File: config.mk
export PLATFORM = sky130hd
export DESIGN_NAME = spi_txn_arbiter
export DESIGN_NICKNAME = d
export VERILOG_FILES = /design/src/rtl/spi_txn_arbiter.sv
export SDC_FILE = /design/constraint.sdc
export NUM_CORES = 1
export LEC_CHECK = 0
export BUFFER_PORTS_ARGS = -buffer_cell sky130_fd_sc_hd__clkbuf_2
export CAP_MARGIN = 40
export CORE_UTILIZATION = 40
export DETAILED_ROUTE_END_ITERATION = 10
export PLACE_DENSITY_LB_ADDON = 0.25
export SLEW_MARGIN = 20
export SYNTH_ARGS = -nofsm -noshare
export SYNTH_HDL_FRONTEND = slang
export SYNTH_SLANG_ARGS = --single-unit
File: constraint.sdc
create_clock -name clock -period 1.8 [get_ports clock]
set_input_delay 0.27 -clock clock [delete_from_list [all_inputs] [get_ports clock]]
set_output_delay 0.27 -clock clock [all_outputs]
set_load 0.02 [all_outputs]
File: src/rtl/spi_txn_arbiter.sv
// Round-robin arbiter that lets NREQ requesters share one SPI master.
// Owns slave selects, the start strobe and the abort timer for each transfer.
module spi_txn_arbiter #(
  parameter int WIDTH   = 8,
  parameter int NREQ    = 4,
  parameter int TIMEOUT = 1023
) (
  input  logic                    clock,
  input  logic                    reset,
  input  logic [NREQ-1:0]         req,
  input  logic [NREQ*WIDTH-1:0]   req_data,
  output logic [NREQ-1:0]         grant,
  output logic [NREQ-1:0]         ack,
  output logic                    err,
  output logic [WIDTH-1:0]        rx_data,
  output logic [NREQ-1:0]         ss_n,
  output logic                    spi_start,
  output logic [WIDTH-1:0]        spi_tx_data,
  input  logic                    spi_busy,
  input  logic                    spi_done,
  input  logic [WIDTH-1:0]        spi_rx_data
);

  localparam int IW = $clog2(NREQ);
  localparam int CW = IW + 1;
  localparam int TW = $clog2(TIMEOUT + 1);

  typedef enum logic [2:0] {
    IDLE,
    LOAD,
    START,
    WAIT,
    RELEASE
  } state_t;

  state_t                      state, state_nx;
  logic [IW-1:0]               ptr, ptr_nx;
  logic [IW-1:0]               owner, owner_nx;
  logic [TW-1:0]               timer, timer_nx;
  logic [TW-1:0]               timer_inc;
  logic [NREQ-1:0]             grant_nx, ack_nx, ss_n_nx;
  logic                        err_nx, start_nx;
  logic [WIDTH-1:0]            rx_nx, tx_nx;
  logic [NREQ-1:0][WIDTH-1:0]  words;
  logic                        found;
  logic [IW-1:0]               win;
  logic [CW-1:0]               cand;

  assign words     = req_data;
  assign timer_inc = timer + 1'b1;

  // Scan from ptr upward, wrapping, and take the first active request.
  always_comb begin
    found = 1'b0;
    win   = ptr;
    cand  = '0;
    for (int k = 0; k < NREQ; k++) begin
      cand = {1'b0, ptr} + CW'(k);
      if (cand >= CW'(NREQ))
        cand = cand - CW'(NREQ);
      if (!found && req[cand[IW-1:0]]) begin
        found = 1'b1;
        win   = cand[IW-1:0];
      end
    end
  end

  always_comb begin
    state_nx = state;
    ptr_nx   = ptr;
    owner_nx = owner;
    timer_nx = timer;
    grant_nx = grant;
    ss_n_nx  = ss_n;
    ack_nx   = '0;
    err_nx   = 1'b0;
    start_nx = 1'b0;
    rx_nx    = rx_data;
    tx_nx    = spi_tx_data;
    unique case (state)
      IDLE: begin
        if (found && !spi_busy) begin
          owner_nx = win;
          grant_nx = NREQ'(1) << win;
          ss_n_nx  = ~(NREQ'(1) << win);
          tx_nx    = words[win];
          state_nx = LOAD;
        end
      end
      LOAD: begin
        state_nx = START;
      end
      START: begin
        start_nx = 1'b1;
        timer_nx = '0;
        state_nx = WAIT;
      end
      WAIT: begin
        timer_nx = timer_inc;
        // A done arriving on the abort cycle still wins: normal completion.
        if (spi_done) begin
          rx_nx    = spi_rx_data;
          ack_nx   = NREQ'(1) << owner;
          grant_nx = '0;
          ss_n_nx  = '1;
          state_nx = RELEASE;
        end else if (timer_inc == TW'(TIMEOUT)) begin
          ack_nx   = NREQ'(1) << owner;
          err_nx   = 1'b1;
          grant_nx = '0;
          ss_n_nx  = '1;
          state_nx = RELEASE;
        end
      end
      RELEASE: begin
        if (owner == IW'(NREQ - 1))
          ptr_nx = '0;
        else
          ptr_nx = owner + 1'b1;
        state_nx = IDLE;
      end
      default: begin
        state_nx = IDLE;
        grant_nx = '0;
        ss_n_nx  = '1;
      end
    endcase
  end

  always_ff @(posedge clock or posedge reset) begin
    if (reset) begin
      state       <= IDLE;
      ptr         <= '0;
      owner       <= '0;
      timer       <= '0;
      grant       <= '0;
      ack         <= '0;
      err         <= 1'b0;
      spi_start   <= 1'b0;
      ss_n        <= '1;
      spi_tx_data <= '0;
      rx_data     <= '0;
    end else begin
      state       <= state_nx;
      ptr         <= ptr_nx;
      owner       <= owner_nx;
      timer       <= timer_nx;
      grant       <= grant_nx;
      ack         <= ack_nx;
      err         <= err_nx;
      spi_start   <= start_nx;
      ss_n        <= ss_n_nx;
      spi_tx_data <= tx_nx;
      rx_data     <= rx_nx;
    end
  end

endmodule

### After elaboration in Yosys (flattened, before gate mapping)

Cells that the tools add are included.

| word-level totals | value |
|---|---|
| logic and storage cells | 99 |
| memories kept | 0 |
| latch bits | 0 |
| bits in read-only memories | 0 |
| register bits | 47 |
| input bits | 48 |
| output and inout port bits | 30 |
| memory bits (writable) | 0 |

| operators by class | value |
|---|---|
| multiply operators | 0 |
| bitwise gates (word level) | 2 |
| $add $sub $neg | 9 |
| eq/ne operators | 8 |
| magnitude comparators | 9 |
| reduce and logical (&&, ||, !) cells | 15 |
| shift operators | 2 |
| divide/modulo/power cells | 0 |
| multiplexer cells | 43 |

Operator list:

| cell | number |
|---|---|
| 2-to-1 mux 4 bit | 9 |
| one-hot mux 4 bit (3 select lines) | 2 |
| one-hot mux 10 bit (2 select lines) | 1 |
| 2-to-1 mux 2 bit | 9 |
| binary-select mux 8 bit (select 2 bit) | 1 |
| less-than comparator 2 x 3 -> 1 bit, second input constant | 5 |
| 2-to-1 mux 1 bit | 12 |
| one-hot mux 3 bit (4 select lines) | 1 |
| adder 10 x 1 -> 10 bit, second input constant | 1 |
| equality test 10 bit, second input constant | 1 |
| greater-or-equal comparator 3 bit, second input constant | 3 |
| 2-to-1 mux 3 bit | 3 |
| binary-select mux 1 bit (select 2 bit) | 4 |
| 2-to-1 mux 8 bit | 1 |
| left shift 1 x 2 -> 4 bit, first input constant | 2 |
| subtractor 2 x 1 -> 2 bit, second input constant | 4 |
| adder 2 x 2 -> 3 bit, second input constant | 2 |
| equality test 3 x 2 -> 1 bit, second input constant | 2 |
| AND reduction 2 bit | 3 |
| logical AND 1 bit | 4 |
| zero test 1 bit | 4 |
| NOT 4 bit | 1 |
| adder 2 x 1 -> 3 bit, second input constant | 1 |
| equality test 3 x 1 -> 1 bit, second input constant | 1 |
| other kinds (11) | 11 |

### Longest topological paths before layout

Gate-level depths: netlist of run 1.

| depth | value |
|---|---|
| depth after elaboration | 18 |
| gate-level depth with buffers | 8 |
| mapped depth without buffers | 8 |

### Least setup slack after synthesis of run 1

No wires, ideal clock.

| timing path | value |
|---|---|
| path kind | reg-to-reg |
| start | reg ptr[1] |
| end | reg spi_tx_data[0] |
| path buffers | 1 |
| stages on the path, launching flop included | 8 |
| path slack | -72 ps |
| library setup time | 125 ps |
| data arrival time | 1,747 ps |
| cell sequence | dfrtp_1 nand2_1 a21oi_1 or2_1 o211ai_1 buf_6 mux4_2 mux2_4 |

| on the way | value |
|---|---|
| word-level cells in the longest chain between the ends | 16 |
| elaborated cells on any way between the ends | 41 |

RTL lines:

| item | line | text |
|---|---|---|
| from (decl) | 37 | `logic [IW-1:0] ptr, ptr_nx;` |
| from (signal assigned) | 145 | `ptr <= ptr_nx;` |
| parallel branches: the longest is 16 deep, another holds adder 2 x 1 -> 3 bit | n/a |  |
| to (signal assigned) | 153 | `spi_tx_data <= tx_nx;` |
| to (decl) | 18 | `output logic [WIDTH-1:0] spi_tx_data,` |

Several ways; the timed one is not identified. The select of a mux whose other input is x is not followed.
A chain may end at the register's enable or synchronous reset.

### Final worst setup path of run 1

Same ends and word-level chain as after synthesis.

==> results of run 1 <==
==> power breakdown <==
part | switching (mW) | internal [mW]
registers | 0.254 | 1.45
clock network | 0.353 | 0.555
logic | 1.31 | 1.07
==> cells in the final DEF (no fill, tap or decap), types with 3 or more instances in the layout <==
| cell | instances |
|---|---|
| a21o_1 | 4 |
| a21oi_1 | 7 |
| a221oi_1 | 7 |
| and2_1 | 3 |
| and3_1 | 5 |
| buf_4 | 24 |
| buf_6 | 3 |
| clkbuf_2 | 77 |
| clkbuf_8 | 5 |
| dfrtp_1 | 41 |
| dfstp_2 | 4 |
| ha_1 | 4 |
| inv_1 | 8 |
| mux2_2 | 9 |
| mux2i_1 | 16 |
| nand2_1 | 17 |
| nand2b_1 | 3 |
| nand4_1 | 4 |
| nor2_1 | 17 |
| nor2b_1 | 3 |
| nor3b_1 | 3 |
| o21ai_0 | 9 |
| o31ai_1 | 3 |
==> final cells by class <==
| cell class | count | area share, % |
|---|---|---|
| clock buffers | 6 | 2.16 |
| clock inverters | 2 | 1.79 |
| inverters | 10 | 1.12 |
| multi-input cells | 162 | 38.1 |
| flip-flops and latches | 47 | 35.3 |
| well taps | 75 | 2.80 |
| repair buffers | 106 | 18.8 |
==> cells by family (layout without fill, tap and decap cells) <==
group	count (synthesis)	count (layout)
compound gates	52	52
fa+ha+maj	7	7
mux	27	27
buf+inv	19	124
flops	47	47
simple gates	76	76
==> how the worst min path moves through the flow <==
stage                         from          to  slack [ns]  cells after the start
finish              spi_rx_data[4]  rx_data[4]        0.20                      2
global route        spi_rx_data[7]  rx_data[7]        0.19                      2
CTS                 spi_rx_data[7]  rx_data[7]        0.20                      2
detailed placement           reset  rx_data[3]        0.30                      2
global placement             reset  rx_data[3]        0.29                      2
floorplan                 spi_done         err        0.34                      1
==> worst register-to-register path, delay by kind of cell (launching register included) <==
family | cells | cell delay [ns]
simple gates | 2 | 0.30
flops | 1 | 0.45
compound gates | 2 | 0.22
mux | 2 | 0.80
==> per-layer routing <==
layer / routed length, um / GRT usage [%] / up-vias
li1: - / - / 1035
met1: 2590 / 24.3 / 992
met4: 76 / 4.46 / 0
met2: 2610 / 29.7 / 70
met3: 308 / 4.20 / 9
met5: 0 / 0 / -
==> what timing repair did <==
| item | CTS | global route |
|---|---|---|
| gates resized for setup | 11 | 15 |
| endpoints found under the setup margin | 18 | 24 |
| hold buffers | 1 | 0 |
| endpoints found under the hold margin | 18 | 0 |
| cloned | 0 | 0 |
| buffers inserted | 1 | 1 |
| pin swaps | 9 | 3 |
==> sequential cells by signal (all words and copies together), names as in the netlist, 2 cells and up <==
name	count
owner	2
rx_data	8
ack	4
grant	4
state	3
spi_tx_data	8
timer	10
ptr	2
ss_n	4
==> run_results.csv, run 1 <==
group,metric,value,unit
synth,synthTopCellsByArea,"dfrtp_1 (44%), mux2i_1 (6.6%), dfstp_2 (4.3%), mux2_2 (4.1%), ha_1 (3.1%)",
detailed_routing,initialDrtViolationCount,74,
placed_design,pre_cts_ws,-0.0645,ns
synth,synthXorXnorAreaFrac,0,%
synth,synth_compound_area_share,15.3,%
floorplanning,dieArea,6420,um^2
cells_and_area,num_antenna_cells,0,
global_route,antenna_found_initial,0,
detailed_routing,wirelength,5590,um
global_route,grt-ovfl-total,0,
worst_hold_path,hold_class,"in -> reg",
placed_design,dp_cells,397,
global_route,grt_use_total,18.2,%
detailed_routing,viasPerCell,5.16,
critical_path,cp_max_fo,5,
synth,synth_adder_area_share,3.48,%
synth,async_flop_share,100,%
synth,synth_commonest_cells,"dfrtp_1 (43), nand2_1 (18), nor2_1 (18)",
floorplanning,start_util,41.3,%
critical_path,crit_chain,"nand2_2 > a21oi_2 > or2_1 > o211ai_1 > mux4_2 > mux2_4",
floorplanning,rows,28,
synth,syn_area,2440,um^2
critical_path,path_class,"reg -> reg",
cts,insertion_delay,0.30,ns
synth,synth-simple-area-share,16.6,%
pwr,irDropWorstVdd,0.658,mV
synth,avgSynthCellArea,10.7,um^2
synth,synth-seq-cells,47,
cells_and_area,nFillCells,515,
outcome,violations,"setup timing",
outcome,status,"complete, but fails checks",
critical_path,timing.critical_path.buf_inv,0,
critical_path,cp-startpoint,"ptr[1]",
critical_path,critPathRequiredTime,1.99,ns
sta,finalSetupViolCount,2,
cts,clk_pin_slew,0.09,ns
sta,relSlewSlack,68.2,%
sta,finClkSkew,0.00568,ns
sta,worst_slack,-0.0794,ns
critical_path,crit_cells,6,
cells_and_area,fin_util,56.6,%
cts,cts-root-buf,"clkbuf_8",
cells_and_area,nets,386,
flow_run,drv_cap,0,
cells_and_area,multiInputGateArea,1280,um^2
synth,synth_top_flop_cell,"dfrtp_1",
placed_design,place_area,3080,um^2
critical_path,critPathCaptureType,"register",
sta,worst_slew_pin_slew,0.477,ns
sta,finalCritPeriodShare,104,%
synth,yosysTopAreaCell,"dfrtp_1",
synth,synth_top_family_by_area,"simple AND/OR/NAND/NOR gates",
critical_path,critPathTopFamily,"multiplexers",
critical_path,arrival,2.07,ns
cells_and_area,fin_cells,408,
global_route,grt_max_degree,29,
critical_path,r2r_slack,-0.08,ns
synth,synth_top_area_share,44.1,%
critical_path,r2r-end,"spi_tx_data[0]",
pwr,leakagePower,1.67,nW
global_route,grt_pass1_wl,9050,um
synth,ys_types,52,
synth,yosys_warnings,0,
critical_path,crit_end,"spi_tx_data[0]",
detailed_routing,final_antenna_net_count,0,
floorplanning,dieHeight,80.1,um
sta,layout_min_cycle_time,1.88,ns
placed_design,place_congestion,0.810,
detailed_routing,firstDrtPassIters,4,
cells_and_area,syn_to_final_growth,37.3,%
cells_and_area,drive_above_1_share,46.5,%
critical_path,slowest_delay,0.54,ns
critical_path,crit_slowest_cell,"mux4_2",
critical_path,r2r_cells,6,
cts,htreeDepth,2,
pwr,power,5.00,mW
cts,tritoncts,"built",
sta,slew_viol_final,0,
cts,cts_sinks,47,
cells_and_area,ff_latch_area,1180,um^2
cells_and_area,fin_area,3350,um^2
cts,numCtsBuffers,5,
sta,finalHoldViolCount,0,
floorplanning,core_area,5920,um^2
sta,rsz0062_at_grt,"yes",
sta,tns,-0.0808,ns
critical_path,timing.rr.start,"ptr[1]",
detailed_routing,vias,2106,
global_route,grt_pass1_vias,1930,
pwr,power_density,1490,nW/um^2
synth,synth.most_common_cell,"dfrtp_1",
placed_design,post-dp-hpwl,4080,um
placed_design,numPortBuffers,77,
synth,seq_area_frac_synth,48.4,%
sta,clock.fmax,532,MHz
cts,clockBufferDepth,2,
detailed_routing,route.detailed.wl_per_inst,13.7,um
synth,synth.mux.area_fraction,12.2,%
synth,synth-edff-count,0,
floorplanning,die_w,80.1,um
critical_path,critPathLaunchType,"register",
synth,synth_nets,282,
synth,syn_inst,228,
detailed_routing,drcViolationCount,0,
floorplanning,pin_count,78,
sta,whs,0.197,ns
Power figures use the tool's default switching activity.
==> run 2: changes to the inputs <==
--- a/config.mk
+++ b/config.mk
@@ -7,7 +7,9 @@
 export LEC_CHECK = 0
 export BUFFER_PORTS_ARGS = -buffer_cell sky130_fd_sc_hd__clkbuf_2
 export CAP_MARGIN = 40
-export CORE_UTILIZATION = 40
+export CELL_PAD_IN_SITES_DETAIL_PLACEMENT = 2
+export CELL_PAD_IN_SITES_GLOBAL_PLACEMENT = 2
+export CORE_UTILIZATION = 28
 export DETAILED_ROUTE_END_ITERATION = 10
 export PLACE_DENSITY_LB_ADDON = 0.25
 export SLEW_MARGIN = 20
==> run 2 against run 1 <==
Effect of this change:
- the flow still finishes with violations (setup timing)
- cell area is 11% higher
- final cell count is 12% higher
- maximum frequency is 4.2% lower
- sequential power is 2% higher
- sequential share of layout area is 3.3 points lower
- clock-buffer cell count is 2 higher
- via count is 7.5% higher
- clock power is 21% lower
- critical endpoint unchanged
- highest routed layer unchanged
==> run_results.csv, run 2 (synthesis results as in run 1) <==
group,metric,value,unit
outcome,status,"complete, but fails checks",
outcome,violations,"setup timing",
placed_design,numPortBuffers,77,
placed_design,dp_cells,427,
critical_path,critPathLaunchType,"register",
sta,worst_slew_pin_slew,0.414,ns
sta,finClkSkew,0.00962,ns
sta,worst_slack,-0.162,ns
global_route,grt_pass1_vias,2475,
placed_design,pre_cts_ws,-0.136,ns
sta,whs,0.205,ns
cts,clk_pin_slew,0.09,ns
pwr,pwr-share-comb,54.9,%
detailed_routing,initialDrtViolationCount,60,
detailed_routing,viasPerCell,4.97,
detailed_routing,maxUsedRoutingLayer,"met4",
critical_path,cp_max_fo,5,
cts,cts-root-buf,"clkbuf_8",
cts,clockBufferDepth,2,
sta,relSlewSlack,72.4,%
sta,layout_min_cycle_time,1.96,ns
placed_design,post-dp-hpwl,5400,um
sta,finalSetupViolCount,24,
sta,rsz0062_at_grt,"yes",
floorplanning,rows,33,
pwr,leakagePower,1.78,nW
global_route,grt_max_degree,31,
global_route,grt-ovfl-total,0,
cells_and_area,largest_reg_flops,10,
cells_and_area,layout_commonest_cell,"clkbuf_2",
cells_and_area,drive_above_1_share,57.5,%
floorplanning,core_area,8340,um^2
cells_and_area,regMostFlops,"timer",
placed_design,place_congestion,0.729,
global_route,grt_pass1_wl,12500,um
pwr,switching_share,41.9,%
global_route,antenna_found_initial,0,
cells_and_area,top_regs,"timer x10, rx_data x8, spi_tx_data x8",
cells_and_area,fin_util,44.5,%
pwr,cell_internal_pwr,3.17,mW
cells_and_area,nFillCells,921,
critical_path,critPathCaptureType,"register",
detailed_routing,vias,2265,
sta,clock.fmax,510,MHz
cts,numCtsBuffers,5,
detailed_routing,drcViolationCount,0,
cells_and_area,syn_to_final_growth,51.9,%
sta,slew_viol_final,0,
pwr,pwr-share-seq,32.0,%
floorplanning,pin_count,78,
floorplanning,start_util,29.3,%
cts,htreeDepth,2,
pwr,power_density,1470,nW/um^2
detailed_routing,wl_met1,3650,um
cells_and_area,fin_cells,456,
worst_hold_path,hold_class,"in -> reg",
pwr,power,5.46,mW
pwr,irDropWorstVdd,0.517,mV
detailed_routing,route.detailed.wl_per_inst,19.0,um
detailed_routing,final_antenna_net_count,0,
cells_and_area,final_cell_mix,"clkbuf_2 (77), dfrtp_1 (38), buf_4 (34), nor2_1 (16), nand2_1 (15)",
detailed_routing,wl_met3,245,um
sta,finalCritPeriodShare,109,%
floorplanning,die_w,95.4,um
cells_and_area,num_antenna_cells,0,
detailed_routing,wirelength,8660,um
detailed_routing,wl_met2,4670,um
critical_path,path_class,"reg -> reg",
floorplanning,dieHeight,95.4,um
critical_path,r2r_slack,-0.16,ns
flow_run,drv_cap,0,
cts,cts_sinks,47,
floorplanning,dieArea,9100,um^2
cts,tritoncts,"built",
detailed_routing,firstDrtPassIters,4,
pwr,clock_power_share,13.1,%
cts,insertion_delay,0.30,ns
critical_path,arrival,2.15,ns
global_route,grt_use_total,18.1,%
pwr,p_switching,2.29,mW
sta,finalHoldViolCount,0,
critical_path,critPathRequiredTime,1.99,ns
cells_and_area,nets,404,
==> run 2: metal layers <==
| layer | global-route usage, % | vias up |
|---|---|---|
| li1 | - | 1064 |
| met4 | 3.73 | 0 |
| met3 | 3.27 | 6 |
| met1 | 22.3 | 1141 |
| met2 | 32.6 | 54 |
| met5 | 0 | - |
==> run 2: final cells by class <==
| cell class | count | area, um^2 | area share (%) |
|---|---|---|---|
| multi-input cells | 162 | 1430 | 38.6 |
| well taps | 105 | 131 | 3.54 |
| flip-flops and latches | 47 | 1190 | 32.0 |
| clock buffers | 8 | 100 | 2.70 |
| repair buffers | 124 | 821 | 22.1 |
| inverters | 10 | 37.5 | 1.01 |
==> run 2: timing repair <==
item	CTS	global route
endpoints found under the setup margin	23	24
hold buffers	1	0
setup buffers	9	11
gates resized for setup	17	47
gates cloned	1	0
hold endpoints to repair	15	0
pin swaps	7	17
==> run 2: worst paths after layout <==
kind / from / endpoint / cells past startpoint
max in group asynchronous: reset / ss_n[2] / 4
setup / recovery: ptr[0] / spi_tx_data[0] / 5
min in group asynchronous: reset / grant[1] / 3
hold / removal: spi_rx_data[2] / rx_data[2] / 2
hold reg to reg: ss_n[1] / ss_n[1] / 2
setup reg to reg: ptr[0] / spi_tx_data[0] / 5
==> run 2: power by group through the flow <==
stage,logic (mW),registers [mW],clock network (mW)
final,3.00,1.75,0.718
after detailed placement,2.36,1.73,0
after floorplan,1.18,2.02,0
after global placement,2.30,1.71,0
after CTS,2.57,1.72,0.727
after global routing,3.23,1.79,0.785
==> run 2: through the flow <==
| stage | cell area [um^2] | setup TNS (ns) |
|---|---|---|
| after global placement | 3130 | -0.516 |
| after CTS | 3430 | -0.621 |
| after detailed placement | 3130 | -2.13 |
| after global routing | 3710 | -3.38 |
| final | 3710 | -1.64 |
| after floorplan | 2450 | -0.0718 |
==> run 2: worst max-delay path: stages (launching register included) <==
cell,delay [ns]
dfrtp_2,0.45
nor2b_1,0.21
o21ai_1,0.16
o211ai_1,0.20
mux4_2,0.56
mux2_4,0.27
==> run 3: changes to the inputs <==
--- a/config.mk
+++ b/config.mk
@@ -9,9 +9,9 @@
 export CAP_MARGIN = 40
 export CELL_PAD_IN_SITES_DETAIL_PLACEMENT = 2
 export CELL_PAD_IN_SITES_GLOBAL_PLACEMENT = 2
-export CORE_UTILIZATION = 28
+export CORE_UTILIZATION = 31
 export DETAILED_ROUTE_END_ITERATION = 10
-export PLACE_DENSITY_LB_ADDON = 0.25
+export PLACE_DENSITY_LB_ADDON = 0.1
 export SLEW_MARGIN = 20
 export SYNTH_ARGS = -nofsm -noshare
 export SYNTH_HDL_FRONTEND = slang
==> constraint.sdc (replaced) <==
create_clock -name clock -period 2 [get_ports clock]
set_input_delay 0.3 -clock clock [delete_from_list [all_inputs] [get_ports clock]]
set_output_delay 0.3 -clock clock [all_outputs]
set_load 0.02 [all_outputs]
==> run 3 against run 2 <==
Effect of this change:
- the flow now finishes without violations
- maximum frequency grew 2.3%
- largest cell class unchanged
- die area shrank 9.5%
- critical path depth grew 1
- clock power shrank 15%
- non-clock buffer count shrank 24
- flip-flop and latch count is the same
- setup slack gained 0.24 ns
- sequential share of layout area grew 4.7 points
- cell area shrank 13%
- sequential power shrank 11%
==> run_results.csv, run 3 (synthesis results as in run 1) <==
group,metric,value,unit
cells_and_area,syn_to_final_growth,31.8,%
sta,slew_viol_final,0,
sta,finClkSkew,0.00976,ns
detailed_routing,initialDrtViolationCount,38,
pwr,leakagePower,1.61,nW
cts,clockBufferDepth,2,
sta,worst_slew_pin_slew,0.594,ns
cells_and_area,nets,380,
cts,cts_sinks,47,
cells_and_area,fin_util,41.9,%
cts,cts-root-buf,"clkbuf_8",
flow_run,drv_cap,0,
cells_and_area,top_regs,"timer x10, rx_data x8, spi_tx_data x8",
detailed_routing,route.detailed.wl_per_inst,15.9,um
detailed_routing,vias,2143,
floorplanning,core_area,7690,um^2
global_route,grt_use_total,17.9,%
floorplanning,pin_count,78,
critical_path,critPathCaptureType,"register",
cells_and_area,regMostFlops,"timer",
cells_and_area,fin_area,3220,um^2
cells_and_area,drive_above_1_share,42.2,%
sta,finalHoldViolCount,0,
sta,relSlewSlack,60.4,%
placed_design,numPortBuffers,77,
cts,insertion_delay,0.31,ns
placed_design,post-dp-hpwl,5310,um
cts,htreeDepth,2,
global_route,grt-ovfl-total,0,
floorplanning,rows,32,
global_route,antenna_found_initial,0,
floorplanning,dieHeight,90.8,um
cts,tritoncts,"built",
cells_and_area,num_antenna_cells,0,
detailed_routing,drcViolationCount,0,
pwr,irDropWorstVdd,0.553,mV
cells_and_area,final_cell_mix,"clkbuf_2 (77), dfrtp_1 (43), buf_4 (22), nor2_1 (18), nand2_1 (17)",
detailed_routing,viasPerCell,5.00,
placed_design,place_congestion,0.723,
critical_path,critPathLaunchType,"register",
pwr,power_density,1310,nW/um^2
detailed_routing,final_antenna_net_count,0,
outcome,status,"finished, final reports clean",
global_route,grt_pass1_wl,11800,um
detailed_routing,firstDrtPassIters,4,
sta,layout_min_cycle_time,1.92,ns
critical_path,cp_max_fo,7,
global_route,grt_pass1_vias,2398,
worst_hold_path,hold_class,"in -> async",
sta,clock.fmax,521,MHz
floorplanning,die_w,90.8,um
global_route,grt_max_degree,48,
sta,finalCritPeriodShare,96.0,%
floorplanning,start_util,31.8,%
critical_path,arrival,2.12,ns
cells_and_area,layout_commonest_cell,"clkbuf_2",
detailed_routing,wirelength,6820,um
floorplanning,dieArea,8240,um^2
sta,rsz0062_at_grt,"no",
sta,finalSetupViolCount,0,
critical_path,r2r_cells,6,
placed_design,place_area,3070,um^2
critical_path,path_class,"reg -> reg",
pwr,power,4.22,mW
cts,clk_pin_slew,0.10,ns
cts,numCtsBuffers,5,
cells_and_area,largest_reg_flops,10,
cts,ctsHoldBuffers,0,
cells_and_area,nFillCells,867,
critical_path,critPathRequiredTime,2.20,ns
-- run 3: path summary, 6_finish.rpt --
path	slack, ns	startpoint	to
setup / recovery	0.08	ptr[1]	spi_tx_data[0]
max in group asynchronous	1.48	reset	timer[7]
setup reg to reg	0.08	ptr[1]	spi_tx_data[0]
hold / removal	0.11	reset	rx_data[5]
hold reg to reg	0.47	ss_n[0]	ss_n[0]
min in group clock	0.22	spi_rx_data[6]	rx_data[6]
-- run 3: area by class of cell --
cell class	instances	area (um^2)	share of cell area [%]
Multi-Input combinational cell	162	1220	37.9
Inverter	10	37.5	1.17
Timing Repair Buffer	100	562	17.5
Clock buffer	5	68.8	2.14
Clock inverter	3	22.5	0.700
Sequential cell	47	1180	36.7
Tap cell	102	128	3.97
-- run 3: metal layers --
| layer | routed length (um) | GRT usage, % | part of all wire (%) | up-vias |
|---|---|---|---|---|
| met5 | 0 | 0 | 0 | - |
| li1 | - | - | - | 1019 |
| met3 | 368 | 3.96 | 5.4 | 4 |
| met4 | 45 | 4.03 | 0.66 | 0 |
| met2 | 3330 | 30.6 | 49 | 59 |
| met1 | 3080 | 23.0 | 45 | 1061 |
-- run 3: timing repair --
action / CTS / global route
gates cloned: 0 / 0
setup endpoints to repair: 7 / 22
buffers inserted: 1 / 0
pin swaps: 0 / 4
resized for setup: 1 / 7
-- run 3: critical path, stage by stage, from the launching register on --
cell      delay [ns]
dfrtp_1         0.47
nand2_1         0.09
a21oi_1         0.06
or2_1           0.22
o211ai_1        0.16
mux4_2          0.55
mux2_4          0.26
-- run 3: metrics by stage --
| stage | instances | TNS (ns) | hold WS (ns) | setup slack [ns] |
|---|---|---|---|---|
| finish | 429 | 0 | 0.105 | 0.0809 |
| detailed placement | 420 | -0.00568 | 0.454 | -0.00568 |
| global placement | 420 | 0 | 0.453 | 0.0682 |
| global route | 429 | 0 | 0.163 | 0.00138 |
| floorplan | 228 | 0 | 0.370 | 0.128 |
| CTS | 429 | 0 | 0.145 | 0.00162 |
-- run 3: where the power goes --
part / total, mW / internal [mW] / switching [mW]
Sequential: 1.55 / 1.30 / 0.241
Combinational: 2.06 / 0.877 / 1.18
Clock: 0.609 / 0.254 / 0.355
